**config.mk**
```make
export PLATFORM = sky130hd
export DESIGN_NAME = dds_wave_gen
export DESIGN_NICKNAME = d
export VERILOG_FILES = /design/src/rtl/dds_wave_gen_pkg.sv /design/src/rtl/dds_wave_gen_sine_qlut.sv /design/src/rtl/dds_wave_gen.sv
export SDC_FILE = /design/constraint.sdc
export NUM_CORES = 1
export LEC_CHECK = 0
export ABC_AREA = 0
export CORE_MARGIN = 2
export CORE_UTILIZATION = 60
export CTS_CLUSTER_SIZE = 12
export DETAILED_ROUTE_END_ITERATION = 7
export PLACE_DENSITY = 0.78
export SETUP_SLACK_MARGIN = 0.5
export SYNTH_ARGS = -nofsm -noshare
export SYNTH_HDL_FRONTEND = slang
export SYNTH_SLANG_ARGS = --single-unit
```
**constraint.sdc**
```tcl
create_clock -name sys_clk -period 7.7 [get_ports sys_clk]
set_input_delay 2.31 -clock sys_clk [delete_from_list [all_inputs] [get_ports sys_clk]]
set_output_delay 2.31 -clock sys_clk [all_outputs]
set_load 0.02 [all_outputs]
```
**src/rtl/dds_wave_gen_pkg.sv**
```systemverilog
// Shared constants for the DDS waveform generator: waveform codes,
// DAC midscale and the default frequency-word increment.
package dds_pkg;

    localparam logic [1:0] WAVE_SINE   = 2'd0;
    localparam logic [1:0] WAVE_SQUARE = 2'd1;
    localparam logic [1:0] WAVE_TRI    = 2'd2;
    localparam logic [1:0] WAVE_SAW    = 2'd3;

    localparam logic [7:0] DAC_MID = 8'd128;

    // Roughly 1 kHz per unit of sel with a 50 MHz clock and a 32-bit accumulator
    localparam logic [31:0] STEP_BASE_DEFAULT = 32'd85_899;

endpackage

```
**src/rtl/dds_wave_gen_sine_qlut.sv**
```systemverilog
// Quarter-wave sine ROM: entry k = round(127 * sin((k + 0.5) * pi / 128)).
// Output is registered so the table read forms the second pipeline stage.
module sine_qlut (
    input  logic       clk,
    input  logic       rst,
    input  logic       en,
    input  logic [5:0] idx,
    output logic [6:0] level
);

    logic [6:0] rom_val;

    always_comb begin
        rom_val = 7'd0;
        case (idx)
            6'd0:  rom_val = 7'd2;   6'd1:  rom_val = 7'd5;   6'd2:  rom_val = 7'd8;   6'd3:  rom_val = 7'd11;
            6'd4:  rom_val = 7'd14;  6'd5:  rom_val = 7'd17;  6'd6:  rom_val = 7'd20;  6'd7:  rom_val = 7'd23;
            6'd8:  rom_val = 7'd26;  6'd9:  rom_val = 7'd29;  6'd10: rom_val = 7'd32;  6'd11: rom_val = 7'd35;
            6'd12: rom_val = 7'd38;  6'd13: rom_val = 7'd41;  6'd14: rom_val = 7'd44;  6'd15: rom_val = 7'd47;
            6'd16: rom_val = 7'd50;  6'd17: rom_val = 7'd53;  6'd18: rom_val = 7'd56;  6'd19: rom_val = 7'd58;
            6'd20: rom_val = 7'd61;  6'd21: rom_val = 7'd64;  6'd22: rom_val = 7'd67;  6'd23: rom_val = 7'd69;
            6'd24: rom_val = 7'd72;  6'd25: rom_val = 7'd74;  6'd26: rom_val = 7'd77;  6'd27: rom_val = 7'd79;
            6'd28: rom_val = 7'd82;  6'd29: rom_val = 7'd84;  6'd30: rom_val = 7'd86;  6'd31: rom_val = 7'd89;
            6'd32: rom_val = 7'd91;  6'd33: rom_val = 7'd93;  6'd34: rom_val = 7'd95;  6'd35: rom_val = 7'd97;
            6'd36: rom_val = 7'd99;  6'd37: rom_val = 7'd101; 6'd38: rom_val = 7'd103; 6'd39: rom_val = 7'd105;
            6'd40: rom_val = 7'd106; 6'd41: rom_val = 7'd108; 6'd42: rom_val = 7'd110; 6'd43: rom_val = 7'd111;
            6'd44: rom_val = 7'd113; 6'd45: rom_val = 7'd114; 6'd46: rom_val = 7'd115; 6'd47: rom_val = 7'd117;
            6'd48: rom_val = 7'd118; 6'd49: rom_val = 7'd119; 6'd50: rom_val = 7'd120; 6'd51: rom_val = 7'd121;
            6'd52: rom_val = 7'd122; 6'd53: rom_val = 7'd123; 6'd54: rom_val = 7'd124; 6'd55: rom_val = 7'd124;
            6'd56: rom_val = 7'd125; 6'd57: rom_val = 7'd125; 6'd58: rom_val = 7'd126; 6'd59: rom_val = 7'd126;
            6'd60: rom_val = 7'd127; 6'd61: rom_val = 7'd127; 6'd62: rom_val = 7'd127; 6'd63: rom_val = 7'd127;
            default: rom_val = 7'd0;
        endcase
    end

    always_ff @(posedge clk or posedge rst) begin
        if (rst) begin
            level <= 7'd0;
        end else if (en) begin
            level <= rom_val;
        end
    end

endmodule

```
**src/rtl/dds_wave_gen.sv**
```systemverilog
// DDS waveform generator: phase accumulator with wrap-deferred frequency
// updates feeding a two-stage shaping pipeline that drives an 8-bit DAC.
module dds_wave_gen
    import dds_pkg::*;
#(
    parameter int          PHASE_W   = 32,
    parameter logic [31:0] STEP_BASE = STEP_BASE_DEFAULT,
    parameter int          DATA_W    = 8
) (
    input  logic              sys_clk,
    input  logic              sys_rst,
    input  logic [4:0]        sel,
    input  logic              sel_flag,
    input  logic [1:0]        wave_type,
    input  logic              enable,
    output logic [DATA_W-1:0] dac_data,
    output logic              dac_valid,
    output logic              phase_wrap,
    output logic              update_pending
);

    logic [PHASE_W-1:0] phase;
    logic [PHASE_W-1:0] active_fw;
    logic [PHASE_W-1:0] pending_fw;
    logic [PHASE_W-1:0] req_fw;
    logic [PHASE_W:0]   sum;
    logic               carry;

    assign req_fw = PHASE_W'(STEP_BASE * 32'(sel));
    assign sum    = {1'b0, phase} + {1'b0, active_fw};
    assign carry  = enable & sum[PHASE_W];

    // A request arriving on the wrap edge bypasses the pending word entirely;
    // a stopped accumulator never wraps, so it takes the pending word at once.
    always_ff @(posedge sys_clk or posedge sys_rst) begin
        if (sys_rst) begin
            phase          <= '0;
            active_fw      <= '0;
            pending_fw     <= '0;
            update_pending <= 1'b0;
            phase_wrap     <= 1'b0;
        end else begin
            phase_wrap <= carry;
            if (enable) begin
                phase <= sum[PHASE_W-1:0];
            end
            if (carry && sel_flag) begin
                active_fw      <= req_fw;
                pending_fw     <= req_fw;
                update_pending <= 1'b0;
            end else if (carry && update_pending) begin
                active_fw      <= pending_fw;
                update_pending <= 1'b0;
            end else begin
                if (enable && update_pending && (active_fw == '0)) begin
                    active_fw      <= pending_fw;
                    update_pending <= 1'b0;
                end
                if (sel_flag) begin
                    pending_fw     <= req_fw;
                    update_pending <= 1'b1;
                end
            end
        end
    end

    logic       s1_valid;
    logic [7:0] s1_a;
    logic [1:0] s1_type;
    logic       s2_valid;
    logic [7:0] s2_a;
    logic [1:0] s2_type;
    logic [6:0] sine_level;
    logic [5:0] lut_idx;
    logic [7:0] shaped;

    // Stage 2 only loads on a valid sample, which makes dac_data hold when idle.
    // Its reset values (sawtooth at midscale) put 128 on the DAC out of reset.
    always_ff @(posedge sys_clk or posedge sys_rst) begin
        if (sys_rst) begin
            s1_valid <= 1'b0;
            s1_a     <= 8'd0;
            s1_type  <= WAVE_SAW;
            s2_valid <= 1'b0;
            s2_a     <= DAC_MID;
            s2_type  <= WAVE_SAW;
        end else begin
            s1_valid <= enable;
            s1_a     <= phase[PHASE_W-1 -: 8];
            s1_type  <= wave_type;
            s2_valid <= s1_valid;
            if (s1_valid) begin
                s2_a    <= s1_a;
                s2_type <= s1_type;
            end
        end
    end

    // Quadrants 1 and 3 read the quarter table backwards
    assign lut_idx = s1_a[6] ? ~s1_a[5:0] : s1_a[5:0];

    sine_qlut u_sine_qlut (
        .clk   (sys_clk),
        .rst   (sys_rst),
        .en    (s1_valid),
        .idx   (lut_idx),
        .level (sine_level)
    );

    always_comb begin
        shaped = s2_a;
        case (s2_type)
            WAVE_SINE:   shaped = s2_a[7] ? (8'd127 - {1'b0, sine_level}) : (DAC_MID + {1'b0, sine_level});
            WAVE_SQUARE: shaped = s2_a[7] ? 8'h00 : 8'hFF;
            WAVE_TRI:    shaped = s2_a[7] ? ~{s2_a[6:0], 1'b0} : {s2_a[6:0], 1'b0};
            default:     shaped = s2_a;
        endcase
    end

    assign dac_data  = shaped;
    assign dac_valid = s2_valid;

endmodule

```
==> results list <==
- Outcome: complete, no violations
- The via count of the first global-routing pass is about 6600.
- The mapped netlist covers slightly above 8000 um2.
* Gp weighted congestion: 0.926
- The total area inside the core boundary comes to around 13000 um2.
* Worst setup path category: in2reg
- Summing internal, switching and leakage power gives ~2.1 mW.
* Layout overhead on the synthesized area: 7.19%
* Most common cell in the synthesized netlist: dfrtp_1
- Post-detailed-route via-to-cell ratio: ~6.3
- Logic depth of the worst register-to-register path: 10
- Number of rows created at floorplan: 42
* Iter 0 DRT Violations: approximately 570
- Final cell count without fillers: 1067
- In this run the worst path has a maximum fanout of 7.
- Prior to clock tree synthesis, the placed netlist has a worst setup slack of around 1.0 ns.
- Critical Path, Cell by Cell: clkdlybuf4s50_1 -> fa_1 -> inv_1 -> fa_1 -> fa_1 -> inv_1 -> ha_1 -> nand3_2 -> or3_1 -> o2111ai_2 -> a31oi_1 -> o21ai_0 -> nand3_1 -> a31o_1
- The tree is rooted in a clkbuf_16.
- Filler Cell Count: around 1100
- Cell area power density: about 240 nW/um2
- In this run, post-CTS repair resized a total of 0 instances.
* # setup viols final: 0
- The H-tree generated during clock tree synthesis spans 3 levels.
- TNS Setup: 0 ns
- STA classifies the critical path startpoint as an input pin.
- At the worst endpoint, the required time is a little under 8 ns.
* LEAKAGE: 3.93 nW
- For the pin with the worst max-slew slack, the measured transition is about 0.97 ns.
- Clock skew on the completed layout was measured at ~0.0094 ns.
- After detailed routing, the number of remaining DRC violations is 0.
- Starting Density: 61.6%
- The setup check on the worst reg-to-reg path leaves a slack of around 4.5 ns.
* Width of the die: ~120 um
* Estimated wirelength of the detail-placed design: about 14000 um
- Post-synthesis simple-gate area fraction: about 13%
- Hold-fix buffers, CTS: 0
- Across the run, the number of max-cap violations was 0.
- The count of endpoints failing hold in the final timing report was 0.
* Share of synthesized area spent on multiplexers: a little under a tenth
* Worst skew pair latency: 0.36 ns
- The first TritonRoute pass finished after 5 iterations.
- Along the worst hold path, the cell count comes to 0.
* Largest incremental delay on the critical path: just under 0.7 ns
- Each instance of the synthesized netlist takes up on average about 9 um2.
- The synthesized netlist devotes under 10% of its cell area to XOR and XNOR gates.
- After layout, the minimum clock period comes to between 6 and 7 ns.
- All-Layer GR Usage: between 20% and 30%
- After clock tree synthesis, the clock-pin slew on the worst setup and hold paths is 0.07 ns.
- Post-detailed-routing wire length: between 15000 and 20000 um
- CTS tree: yes
- Based on the critical path, the design can be clocked at up to roughly 160 MHz.
* Register area share after synthesis: 32.8%
- Cells with a size suffix above 1 make up approximately 9.8% of the layout.
* Cell count after synthesis: approximately 900
* Worst IR drop on VDD: about 0.00022 V
* Largest net degree at the start of global routing: between 60 and 70
- Die ar.: 14600 um2
- Top-Level Pins: 22
- Cell taking the most area after synthesis: dfrtp_1
- The top cell type by area accounts for between 30% and 40% of the synthesized area.
- The worst setup path is captured at a register.
- Async set-or-reset flop fraction in the synthesized netlist: 100%
* Remaining number of nets flagged by the antenna check after routing: 0
- Compound-gate portion of the synthesized area: a little over a fifth
- Worst path arrival time: approximately 6.6 ns
- 0 antenna diodes ended up in the layout.
- Across all setup checks in the final design, the least slack found is about 1.4 ns.
- Yosys printed 0 warnings.
- Number of buffers added by the clock tree synthesis step: 9
* Top post-synthesis cells by area: dfrtp_1 31%, ha_1 10%, mux2_2 5.5%
- The net count of the finished layout is approximately 980.
* Final-layout worst hold slack: ~0.43 ns
* Crit path max-delay cell type: fa_1
- Area share of fa/ha/maj cells after synthesis: 13.3%
- Most instantiated flip-flop cell in the synthesis netlist: dfrtp_1
- Overall via count from detail_route: roughly 6700
- The number of pins with negative max-slew slack in the final report was 0.
- Setup repair after global routing left no endpoint under its margin.
- Worst-case headroom to the max-slew limit: between 30% and 40%
* Hold Crit Class: reg2reg
- Number of flops mapped to enable cells by yosys: 0
* Number of port buffers: 21
* Placed cells: ~1100
* Clock sinks: 107
* Cell variety after synth: just under 80
- Post-CTS setup buffers: 0
- By area, the combinational part of the netlist is dominated by compound AO/OA/AOI/OAI gates.
* Crit share post-route: 82.4%
- Counting stages on the worst path, the most repeated cell is fa_1.
* CTS max path bufs: 2
* Net count of the mapped netlist: roughly 980
* Number of antenna violations at the first check in global routing: 0
- Top cells by count, synth: 102 x dfrtp_1, 71 x a21oi_1, 68 x ha_1
* Global-route wire length before repair: about 31000 um
- In this run, synthesis produced a sequential element count of around 110.
- Overall die height: around 120 um
- After detailed routing, the average wire length per cell comes to around 17 um.
- Global route total overflow: 0
cell families (layout without fill, tap and decap cells):
logic type / count (synthesis) / count (layout)
fa+ha+maj: 80 / 80
mux: 67 / 67
compound gates: 264 / 264
buf+inv: 106 / 105
simple gates: 219 / 219
xor+xnor: 49 / 49
flops: 107 / 107
layer usage:
metal / global-route usage [%] / vias to the layer above / wire length, um / part of all wire (%)
li1: - / 3220 / - / -
met1: 33.2 / 3290 / 7760 / 42
met5: 0 / - / 0 / 0
met3: 4.95 / 37 / 705 / 3.8
met4: 9.08 / 0 / 451 / 2.5
met2: 47.1 / 171 / 9470 / 52
through the flow:
step           area, um2  util [%]
3_5_place_dp        8460      63.7
4_1_cts             8780      66.0
2_1_floorplan       8190         -
5_1_grt             8780      66.0
6_report            8780      66.0
3_3_place_gp        8460      63.7
placed cells by master, fill, tap and decap left out, drive strengths merged, types with 5 or more instances in the layout:
cell type / Yosys / layout
clkdlybuf4s50: 0 / 21
or3: 5 / 5
o311ai: 8 / 8
and3: 6 / 6
mux2i: 25 / 25
nor3: 18 / 18
nor4: 8 / 8
o211ai: 7 / 7
nor2b: 8 / 8
xnor2: 26 / 26
nor2: 62 / 62
xor2: 23 / 23
nand2: 63 / 63
mux2: 40 / 40
inv: 62 / 62
dfstp: 5 / 5
a21o: 22 / 22
and2: 6 / 6
a311oi: 5 / 5
buf: 19 / 6
fa: 12 / 12
o21bai: 10 / 10
nand3: 23 / 23
nand4: 5 / 5
o21ai: 57 / 57
dfrtp: 102 / 102
ha: 68 / 68
a211oi: 15 / 15
a21oi: 72 / 72
clkbuf: 25 / 9
a31oi: 16 / 16
report_power, final:
part | leakage (nW) | switching, mW | internal [mW]
registers | 1.36 | 0.116 | 0.666
clock network | 0.147 | 0.209 | 0.284
logic | 2.43 | 0.486 | 0.385
registers in the layout (all words and copies together), names as in the netlist:
| signal | cells |
|---|---|
| update_pending | 1 |
| s1_a | 8 |
| s1_valid | 1 |
| s2_type | 2 |
| u_sine_qlut.level | 7 |
| s1_type | 2 |
| active_fw | 22 |
| dac_valid | 1 |
| phase | 32 |
| s2_a | 8 |
| phase_wrap | 1 |
| pending_fw | 22 |
worst max-delay path, delay by kind of cell:
| family | cells | cell delay, ns |
|---|---|---|
| compound gates | 4 | 0.84 |
| fa+ha+maj | 4 | 2.03 |
| simple gates | 3 | 0.68 |
| buf+inv | 3 | 0.73 |
final timing paths:
| check | from | to |
|---|---|---|
| worst min-delay path | phase[30]$_DFFE_PP0P_ | s1_a[6]$_DFF_PP0_ |
| worst max register to register | s1_a[6]$_DFF_PP0_ | u_sine_qlut.level[2]$_DFFE_PP0P_ |
| min in group asynchronous | sys_rst | phase[15]$_DFFE_PP0P_ |
| worst min register to register | phase[30]$_DFFE_PP0P_ | s1_a[6]$_DFF_PP0_ |
| worst max-delay path | sel[2] | active_fw[19]$_DFFE_PP0P_ |
| max in group asynchronous | sys_rst | pending_fw[1]$_DFFE_PP0P_ |
layout make-up:
class                           count  area, um2  area share, %
Multi-Input combinational cell    679       5070           57.7
Tap cell                          176        220           2.51
Clock inverter                      7       92.6           1.05
Inverter                           62        235           2.68
Clock buffer                        9        225           2.56
Sequential cell                   107       2680           30.6
Timing Repair Buffer               27        255           2.91
Note: power is estimated with default switching activity, not from simulation.
